==> config.mk <==
export PLATFORM = sky130hd
export DESIGN_NAME = msx_mouse_port
export DESIGN_NICKNAME = d
export VERILOG_FILES = /design/src/rtl/msx_mouse_port.sv
export SDC_FILE = /design/constraint.sdc
export NUM_CORES = 1
export LEC_CHECK = 0
export CAP_MARGIN = 20
export CORE_MARGIN = 8
export CORE_UTILIZATION = 59
export CTS_BUF_LIST = sky130_fd_sc_hd__clkbuf_2
export DETAILED_ROUTE_END_ITERATION = 8
export GPL_TIMING_DRIVEN = 1
export PLACE_DENSITY = 0.93
export SLEW_MARGIN = 10
export SYNTH_ARGS = -nofsm -noshare
export SYNTH_HDL_FRONTEND = slang
export SYNTH_SLANG_ARGS = --single-unit
==> constraint.sdc <==
create_clock -name clk_sys -period 6.6 [get_ports clk_sys]
set_input_delay 0.99 -clock clk_sys [delete_from_list [all_inputs] [get_ports clk_sys]]
set_output_delay 0.99 -clock clk_sys [all_outputs]
set_load 0.01 [all_outputs]
==> src/rtl/msx_mouse_port.sv <==
// msx_mouse_port
//
// Adapts a host mouse (relative X/Y deltas plus buttons) to the MSX
// general-purpose joystick port. Two modes share the port:
//   - joystick mode: the joystick lines are passed through, and the port
//     is blanked while pin-8 strobe is high;
//   - mouse mode: motion is accumulated into 8-bit saturating counters and
//     read out four nibbles at a time. The MSX toggles strobe and each edge
//     presents the next nibble (X high, X low, Y high, Y low).
// Any mouse report switches to mouse mode. Any joystick activity without a
// mouse report switches back and discards all pending motion.
//
// Ports:
//   clk_sys      in   system clock, everything is rising-edge
//   reset_n      in   asynchronous active-low reset
//   mouse_strobe in   one-cycle pulse, mouse_x/mouse_y/mouse_flags valid
//   mouse_x      in   9-bit signed X delta, positive = right
//   mouse_y      in   9-bit signed Y delta
//   mouse_flags  in   bit0 left button, bit1 right button (active-high)
//   joy_in       in   active-low joystick lines, [3:0] dirs, [5:4] triggers
//   strobe       in   MSX pin-8 strobe, synchronous to clk_sys
//   port_out     out  active-low lines presented to the MSX port
//   mouse_en     out  1 = mouse mode, 0 = joystick mode
//   phase        out  current nibble read phase (debug)

module msx_mouse_port #(
    parameter int TIMEOUT = 100000
) (
    input  logic       clk_sys,
    input  logic       reset_n,
    input  logic       mouse_strobe,
    input  logic [8:0] mouse_x,
    input  logic [8:0] mouse_y,
    input  logic [7:0] mouse_flags,
    input  logic [5:0] joy_in,
    input  logic       strobe,
    output logic [5:0] port_out,
    output logic       mouse_en,
    output logic [1:0] phase
);

    localparam int TW = (TIMEOUT > 1) ? $clog2(TIMEOUT + 1) : 1;
    localparam logic [TW-1:0] TIMEOUT_LOAD = TW'(TIMEOUT);

    // Read phase names which nibble the next strobe edge will present.
    typedef enum logic [1:0] {
        PH_X_HI = 2'd0,
        PH_X_LO = 2'd1,
        PH_Y_HI = 2'd2,
        PH_Y_LO = 2'd3
    } readPhase_t;

    // Clamp a 10-bit signed intermediate into the 8-bit signed range.
    function automatic logic [7:0] sat8(input logic [9:0] v);
        logic [7:0] result;
        if (!v[9] && (v[8:7] != 2'b00)) begin
            result = 8'h7F;
        end else if (v[9] && (v[8:7] != 2'b11)) begin
            result = 8'h80;
        end else begin
            result = v[7:0];
        end
        return result;
    endfunction

    readPhase_t    phase_q, phase_d;
    logic          mouseEn_q, mouseEn_d;
    logic [5:0]    portOut_q, portOut_d;
    logic [7:0]    accX_q, accX_d;
    logic [7:0]    accY_q, accY_d;
    // The X high nibble goes out straight from the accumulator at the
    // phase-0 edge, so only the X low nibble has to be held for later.
    logic [3:0]    snapXLo_q, snapXLo_d;
    logic [7:0]    snapY_q, snapY_d;
    logic [TW-1:0] timer_q, timer_d;
    logic          strbDly_q;

    logic          strobeEdge;
    logic          joyActive;
    logic          mouseMode;
    logic [7:0]    baseX, baseY;
    logic [9:0]    sumX, sumY;
    logic          unusedFlags;

    assign unusedFlags = ^mouse_flags[7:2];

    // Next-state logic. mouseMode is the mode this cycle ends up in: a mouse
    // report always wins, otherwise joystick activity drops back to
    // joystick mode. A phase-0 edge takes the snapshot and restarts the
    // accumulators from zero, and a coincident report lands on that zero
    // base, so no motion is lost.
    always_comb begin
        strobeEdge = (strobe != strbDly_q);
        joyActive  = (joy_in != 6'h3F);
        mouseMode  = mouse_strobe || (mouseEn_q && !joyActive);

        baseX = (strobeEdge && (phase_q == PH_X_HI)) ? 8'h00 : accX_q;
        baseY = (strobeEdge && (phase_q == PH_X_HI)) ? 8'h00 : accY_q;
        sumX  = {{2{baseX[7]}}, baseX} - {mouse_x[8], mouse_x};
        sumY  = {{2{baseY[7]}}, baseY} + {mouse_y[8], mouse_y};

        phase_d   = phase_q;
        mouseEn_d = mouseMode;
        portOut_d = portOut_q;
        accX_d    = accX_q;
        accY_d    = accY_q;
        snapXLo_d = snapXLo_q;
        snapY_d   = snapY_q;
        timer_d   = timer_q;

        if (!mouseMode) begin
            phase_d   = PH_X_HI;
            accX_d    = 8'h00;
            accY_d    = 8'h00;
            snapXLo_d = 4'h0;
            snapY_d   = 8'h00;
            timer_d   = '0;
            portOut_d = strobe ? 6'h3F : joy_in;
        end else begin
            if (mouse_strobe) begin
                portOut_d[5:4] = ~mouse_flags[1:0];
                accX_d = sat8(sumX);
                accY_d = sat8(sumY);
            end else begin
                accX_d = baseX;
                accY_d = baseY;
            end

            // An edge beats the timeout, even on the cycle the count expires.
            if (strobeEdge) begin
                timer_d = TIMEOUT_LOAD;
                phase_d = readPhase_t'(phase_q + 2'd1);
                unique case (phase_q)
                    PH_X_HI: begin
                        snapXLo_d      = accX_q[3:0];
                        snapY_d        = accY_q;
                        portOut_d[3:0] = accX_q[7:4];
                    end
                    PH_X_LO: portOut_d[3:0] = snapXLo_q;
                    PH_Y_HI: portOut_d[3:0] = snapY_q[7:4];
                    PH_Y_LO: portOut_d[3:0] = snapY_q[3:0];
                    default: portOut_d[3:0] = portOut_q[3:0];
                endcase
            end else if (timer_q != '0) begin
                timer_d = timer_q - TW'(1);
                if (timer_q == TW'(1)) begin
                    phase_d = PH_X_HI;
                end
            end
        end
    end

    always_ff @(posedge clk_sys or negedge reset_n) begin
        if (!reset_n) begin
            phase_q   <= PH_X_HI;
            mouseEn_q <= 1'b0;
            portOut_q <= 6'h3F;
            accX_q    <= 8'h00;
            accY_q    <= 8'h00;
            snapXLo_q <= 4'h0;
            snapY_q   <= 8'h00;
            timer_q   <= '0;
            strbDly_q <= 1'b0;
        end else begin
            phase_q   <= phase_d;
            mouseEn_q <= mouseEn_d;
            portOut_q <= portOut_d;
            accX_q    <= accX_d;
            accY_q    <= accY_d;
            snapXLo_q <= snapXLo_d;
            snapY_q   <= snapY_d;
            timer_q   <= timer_d;
            strbDly_q <= strobe;
        end
    end

    assign port_out = portOut_q;
    assign mouse_en = mouseEn_q;
    assign phase    = phase_q;

endmodule

## Word-level counts from Yosys, hierarchy flattened

Index checks and enable logic that the tools add are counted.

| cells by class | value |
|---|---|
| multipliers | 0 |
| equality and inequality tests | 13 |
| $add $sub $neg | 4 |
| order comparisons | 0 |
| reduce and logical (&&, ||, !) cells | 16 |
| muxes and demuxes | 28 |
| bitwise gates (word level) | 1 |
| shifts and indexed selects | 0 |
| div/mod/pow operators | 0 |

Operators with widths:

| cell | number |
|---|---|
| 8-bit 2-to-1 mux | 13 |
| 17-bit 2-to-1 mux | 3 |
| 17-bit by 1-bit equality test with 1-bit output (second input constant) | 1 |
| 17-bit nonzero test | 1 |
| 17-bit by 1-bit subtractor with 17-bit output (second input constant) | 1 |
| 4-bit 2-to-1 mux | 4 |
| 4-bit case mux with 4 select lines | 1 |
| 6-bit 2-to-1 mux | 2 |
| 8-bit by 9-bit adder with 10-bit output | 1 |
| 2-bit 2-to-1 mux | 5 |
| 8-bit by 9-bit subtractor with 10-bit output | 1 |
| 1-bit logical AND | 6 |
| 2-bit inequality test (second input constant) | 3 |
| 3-bit by 1-bit inequality test with 1-bit output (second input constant) | 2 |
| 6-bit inequality test (second input constant) | 1 |
| 2-bit equality test (second input constant) | 2 |
| 2-bit by 1-bit inequality test with 1-bit output (second input constant) | 2 |
| 2-bit AND reduction | 2 |
| 2-bit nonzero test | 2 |
| 1-bit zero test | 3 |
| 2-bit by 1-bit adder with 2-bit output (second input constant) | 1 |
| 2-bit by 1-bit equality test with 1-bit output (second input constant) | 1 |
| 2-bit zero test | 1 |
| 2-bit NOT | 1 |
| 2 further kinds | 2 |

| word-level totals | value |
|---|---|
| input port bits | 36 |
| bits in latches | 0 |
| logic and storage cells | 72 |
| memories | 0 |
| register bits after elaboration | 55 |
| output and inout bits | 9 |
| bits in read-only memories | 0 |
| bits in writable memories | 0 |

## Longest topological paths before layout

| logic depth | value |
|---|---|
| depth after elaboration | 10 |
| gate-level depth with buffers | 18 |
| mapped depth without buffers | 14 |

## Least setup slack after synthesis

OpenSTA, ideal clock, no wires.

| timing path | value |
|---|---|
| kind | input-to-reg |
| start point | input port strobe |
| end point | register accY_q[2] |
| stages | 17 |
| setup slack | 2.418 ns |
| path buffers | 4 |
| arrival | 4.027 ns |
| path through | buf_6 -> xor2_2 -> buf_6 -> nand2_4 -> clkbuf_1 -> clkbuf_1 -> and2_1 -> ha_1 -> fa_1 -> a21oi_1 -> o22ai_1 -> a21o_1 -> a21oi_1 -> nor2_1 -> mux2i_1 -> nor4_2 -> o211ai_1 |

| on the way | value |
|---|---|
| cells in the longest elaborated chain, start to end | 10 |

Ends and longest elaborated chain:

| what | line | text |
|---|---|---|
| start, declared | 36 | `input logic strobe,` |
| 1-bit inequality test (*) | 93 | `strobeEdge = (strobe != strbDly_q);` |
| 1-bit logical AND (*) | 98 | `baseY = (strobeEdge && (phase_q == PH_X_HI)) ? 8'h00 : accY_q;` |
| 8-bit 2-to-1 mux (*) | 98 |  |
| 8-bit by 9-bit adder with 10-bit output | 100 | `sumY = {{2{baseY[7]}}, baseY} + {mouse_y[8], mouse_y};` |
| 2-bit inequality test | 58 | `end else if (v[9] && (v[8:7] != 2'b11)) begin` |
| 1-bit logical AND | 58 |  |
| 8-bit 2-to-1 mux | 58 |  |
| 8-bit 2-to-1 mux | 56 | `if (!v[9] && (v[8:7] != 2'b00)) begin` |
| 8-bit 2-to-1 mux (*) | 120 | `if (mouse_strobe) begin` |
| 8-bit 2-to-1 mux (*) | 111 | `if (!mouseMode) begin` |
| net accY_d[2] | 70 | `logic [7:0] accY_q, accY_d;` |
| end signal, assigned | 169 | `accY_q <= accY_d;` |
| end, declared | 70 |  |

The timed path passes the listed nets; every way through them passes the cells marked *.
A chain may end at the register's enable or synchronous reset.

## Final worst setup path

| timing path | value |
|---|---|
| start point | input port strobe |
| end point | register accY_q[4] |

Same word-level chain as after synthesis.

==> flow_metrics.env <==
export IMPL_grt_usage_pct=18.6
export IMPL_clk_pin_slew_ns=0.26
export IMPL_diodes=0
export IMPL_post_route_min_period_ns=4.98
export IMPL_synthArstFlopShare_pct=100
export IMPL_ys_ff_latch=55
export IMPL_skew_ns=0.0230
export IMPL_fill_cells=515
export IMPL_startpoint_type="input pin"
export IMPL_r2r_start="strbDly_q"
export IMPL_die_h_um=96.9
export IMPL_synthToLayoutAreaGrowth_pct=12.5
export IMPL_placeableCoreArea_um2=6350
export IMPL_crit_start="strobe"
export IMPL_grt_remaining_overflow=0
export IMPL_num_vias=3468
export IMPL_yosysSeqAreaShare_pct=35.8
export IMPL_htreeDepth=2
export IMPL_crit_top_cell="a21oi_1"
export IMPL_multi_input_area_um2=2280
export IMPL_ctsLongestPathBuffers=2
export IMPL_busiest_layer="met2"
export IMPL_drive_gt1_share_pct=5.20
export IMPL_worstHoldEndpoint="port_out[0]"
export IMPL_power_uw=1400
export IMPL_ir_drop_v=0.000185
export IMPL_crit_family="simple AND/OR/NAND/NOR gates"
export IMPL_postCtsHoldBufs=0
export IMPL_cellPowerDensity_nw_per_um2=321
export IMPL_report_final_slew_viol_count=0
export IMPL_period_share_pct=75.5
export IMPL_cp_slowest_cell="clkdlybuf4s50_1"
export IMPL_syn_area_um2=3860
export IMPL_synth_cells=454
export IMPL_slew_headroom_pct=43.2
export IMPL_worstMarginPinSlew_ns=0.848
export IMPL_final_util_pct=68.4
export IMPL_critPathBufInv=1
export IMPL_wl_per_cell_um=16.0
export IMPL_hp_class="reg -> reg"
export IMPL_reg2reg_to="accY_q[4]"
export IMPL_ant_nets=0
export IMPL_cts_buffers_inserted=5
export IMPL_pin_count=45
export IMPL_use_met1_pct=21.3
export IMPL_cap_violations=0
export IMPL_min_path_cells=2
export IMPL_dr_pass1_iters=7
export IMPL_antenna_found_initial=0
export IMPL_path_class="in -> reg"
export IMPL_finalHoldViolCount=0
export IMPL_critPathMaxFanout=35
export IMPL_critPathMaxStageDelay_ns=0.73
export IMPL_portBuffers=38
export IMPL_worstPathArrival_ns=5.30
export IMPL_post_cts_resized=0
export IMPL_rrSetupSlack_ns=2.44
export IMPL_start_util_pct=60.8
export IMPL_dieArea_um2=9390
export IMPL_gr_usage_met3_pct=3.41
export IMPL_power_leakage_uw=0.00186
export IMPL_grt_pass1_vias=3533
export IMPL_ys_warnings_count=0
export IMPL_synth_edff_count=0
export IMPL_drt_vias_per_instance=6.22
export IMPL_rsz0062_at_grt="false"
export IMPL_timing_fmax_mhz=201
export IMPL_totalWireLength_um=8930
export IMPL_seq_area_um2=1380
export IMPL_cts_root_buf="clkbuf_2"
export IMPL_setup_viol=0
export IMPL_gp_congestion=0.914
export IMPL_die_width_um=96.9
export IMPL_tns_ns=0
export IMPL_postCtsSetupBuffers=0
export IMPL_cts_tree="yes"
export IMPL_place_hpwl_um=6590
export IMPL_synth_nets=513
export IMPL_synth_distinct_cells=56
export IMPL_clock_sinks=55
export IMPL_crit_chain="clkdlybuf4s50_1, xor2_2, nand2_4, and2_1, ha_1, fa_1, a21oi_1, o22ai_1, a21o_1, a21oi_1, nor2_1, mux2i_1, nor4_2, o211ai_1"
export IMPL_insertion_delay_ns=0.44
export IMPL_syn_avg_cell_area_um2=8.50
export IMPL_end_kind="flop"
export IMPL_met2_usage_pct=33.8
export IMPL_worstHoldStart="port_out[0]"
export IMPL_grt_pass1_wl_um=15200
export IMPL_drt_iter0_markers=213
export IMPL_worst_endpoint_required_ns=6.92
export IMPL_synthFlopType="dfrtp_1"
export IMPL_row_count=29
export IMPL_fin_nets=539
export IMPL_post_route_drc_count=0
export IMPL_grt_max_degree=56
export IMPL_status="finished, final reports clean"
export IMPL_rr_worst_depth=13
cells in the final DEF (no fill, tap or decap), drive strengths merged, types with 5 or more instances in the layout:
master / n
o31ai: 5
o21ai: 17
inv: 24
a21oi: 38
xnor2: 17
nand2: 66
nor2b: 6
clkdlybuf4s50: 37
xor2: 13
a32o: 5
nand3: 9
nor4: 5
nor2: 40
and2: 14
o22ai: 6
clkbuf: 5
nand2b: 7
nor3: 12
dfstp: 6
a221o: 7
a31oi: 6
or3: 5
dfrtp: 49
ha: 21
o211ai: 7
metrics by stage:
stage	hold WS, ns	instances	setup WS [ns]	area (um2)
2_1_floorplan	0.447	454	2.42	3860
3_3_place_gp	0.470	550	1.37	4250
3_5_place_dp	0.494	550	1.17	4250
4_1_cts	0.523	558	1.66	4350
5_1_grt	0.543	558	1.31	4350
6_report	0.520	558	1.62	4350
sequential cells by signal, indices dropped and copies added (netlist names):
| signal | count |
|---|---|
| timer_q | 17 |
| accX_q | 8 |
| accY_q | 8 |
| snapY_q | 8 |
| port_out | 6 |
| snapXLo_q | 4 |
| phase | 2 |
| mouse_en | 1 |
| strbDly_q | 1 |
how the worst max path moves through the flow:
stage	endpoint	slack, ns	cells after the start
floorplan	accY_q[2]	2.42	17
global placement	accY_q[5]	1.37	14
detailed placement	accY_q[2]	1.17	14
CTS	accY_q[5]	1.66	14
global route	accY_q[4]	1.31	14
finish	accY_q[4]	1.62	14
cell type report:
cell class	instances	area share, %
inverters	24	2.07
multi-input cells	353	52.6
well taps	77	2.22
clock inverters	3	1.55
flip-flops and latches	55	31.8
clock buffers	5	0.576
repair buffers	41	9.16
cell usage after synthesis, types with 2 or more instances:
library cell  number  area share, %
o221ai_1           3           0.68
a31oi_1            6           0.97
nor2_1            40            3.9
nor4_2             2           0.65
nor4_1             2           0.32
a22oi_1            3           0.58
dfrtp_1           49             32
nor2b_1            6           0.97
nand3_1            9            1.2
o21ai_0           17            2.2
xor2_1            12            2.7
and4_1             2           0.45
xnor2_1           17            3.9
nand3b_1           3           0.58
or3_1              5           0.81
o21a_1             4           0.78
clkbuf_1          16            1.6
a21oi_1           38            4.9
nand2_1           65            6.3
o2111ai_1          2           0.45
nor3_1            12            1.6
buf_6              2           0.58
nand4_1            3           0.49
nand2b_1           7            1.1
and2_1            13            2.1
dfstp_2            6            4.1
fa_1               2            1.0
and3_1             3           0.49
o31ai_1            4           0.78
o22ai_1            6           0.97
a221o_1            7            1.8
a21boi_0           2           0.39
ha_1              21            6.8
a211oi_1           4           0.78
a222oi_1           4            1.0
buf_2              4           0.52
o211ai_1           7            1.4
inv_1             24            2.3
a32o_1             5            1.3
metal layers:
layer	vias to the layer above	wire length [um]
li1	1667	-
met2	102	4660
met3	18	398
met1	1681	3740
met5	-	0
met4	0	132
power breakdown:
| group | leakage [uW] | internal [uW] | switching [uW] |
|---|---|---|---|
| clock | 0.0000492 | 101 | 105 |
| combinational | 0.00111 | 306 | 379 |
| sequential | 0.000698 | 418 | 86.6 |
tightest hold or removal path: cells and delay by family, from the launching register on:
| family | cells | cell delay, ns |
|---|---|---|
| compound gates | 1 | 0.07 |
| flops | 1 | 0.44 |
| simple gates | 1 | 0.05 |
kinds of logic (layout without fill, tap and decap cells):
kind of cell,after synthesis,in the layout,synth area share [%]
DFF,55,55,35.8
muxes,1,1,0.259
buffers and inverters,46,73,4.99
xor gates and xnor gates,30,30,7.00
AOI/OAI and AO/OA,121,121,21.5
adders and majority gates,23,23,7.84
and+or+nand+nor,178,178,22.6
(Power assumes the default switching activity.)
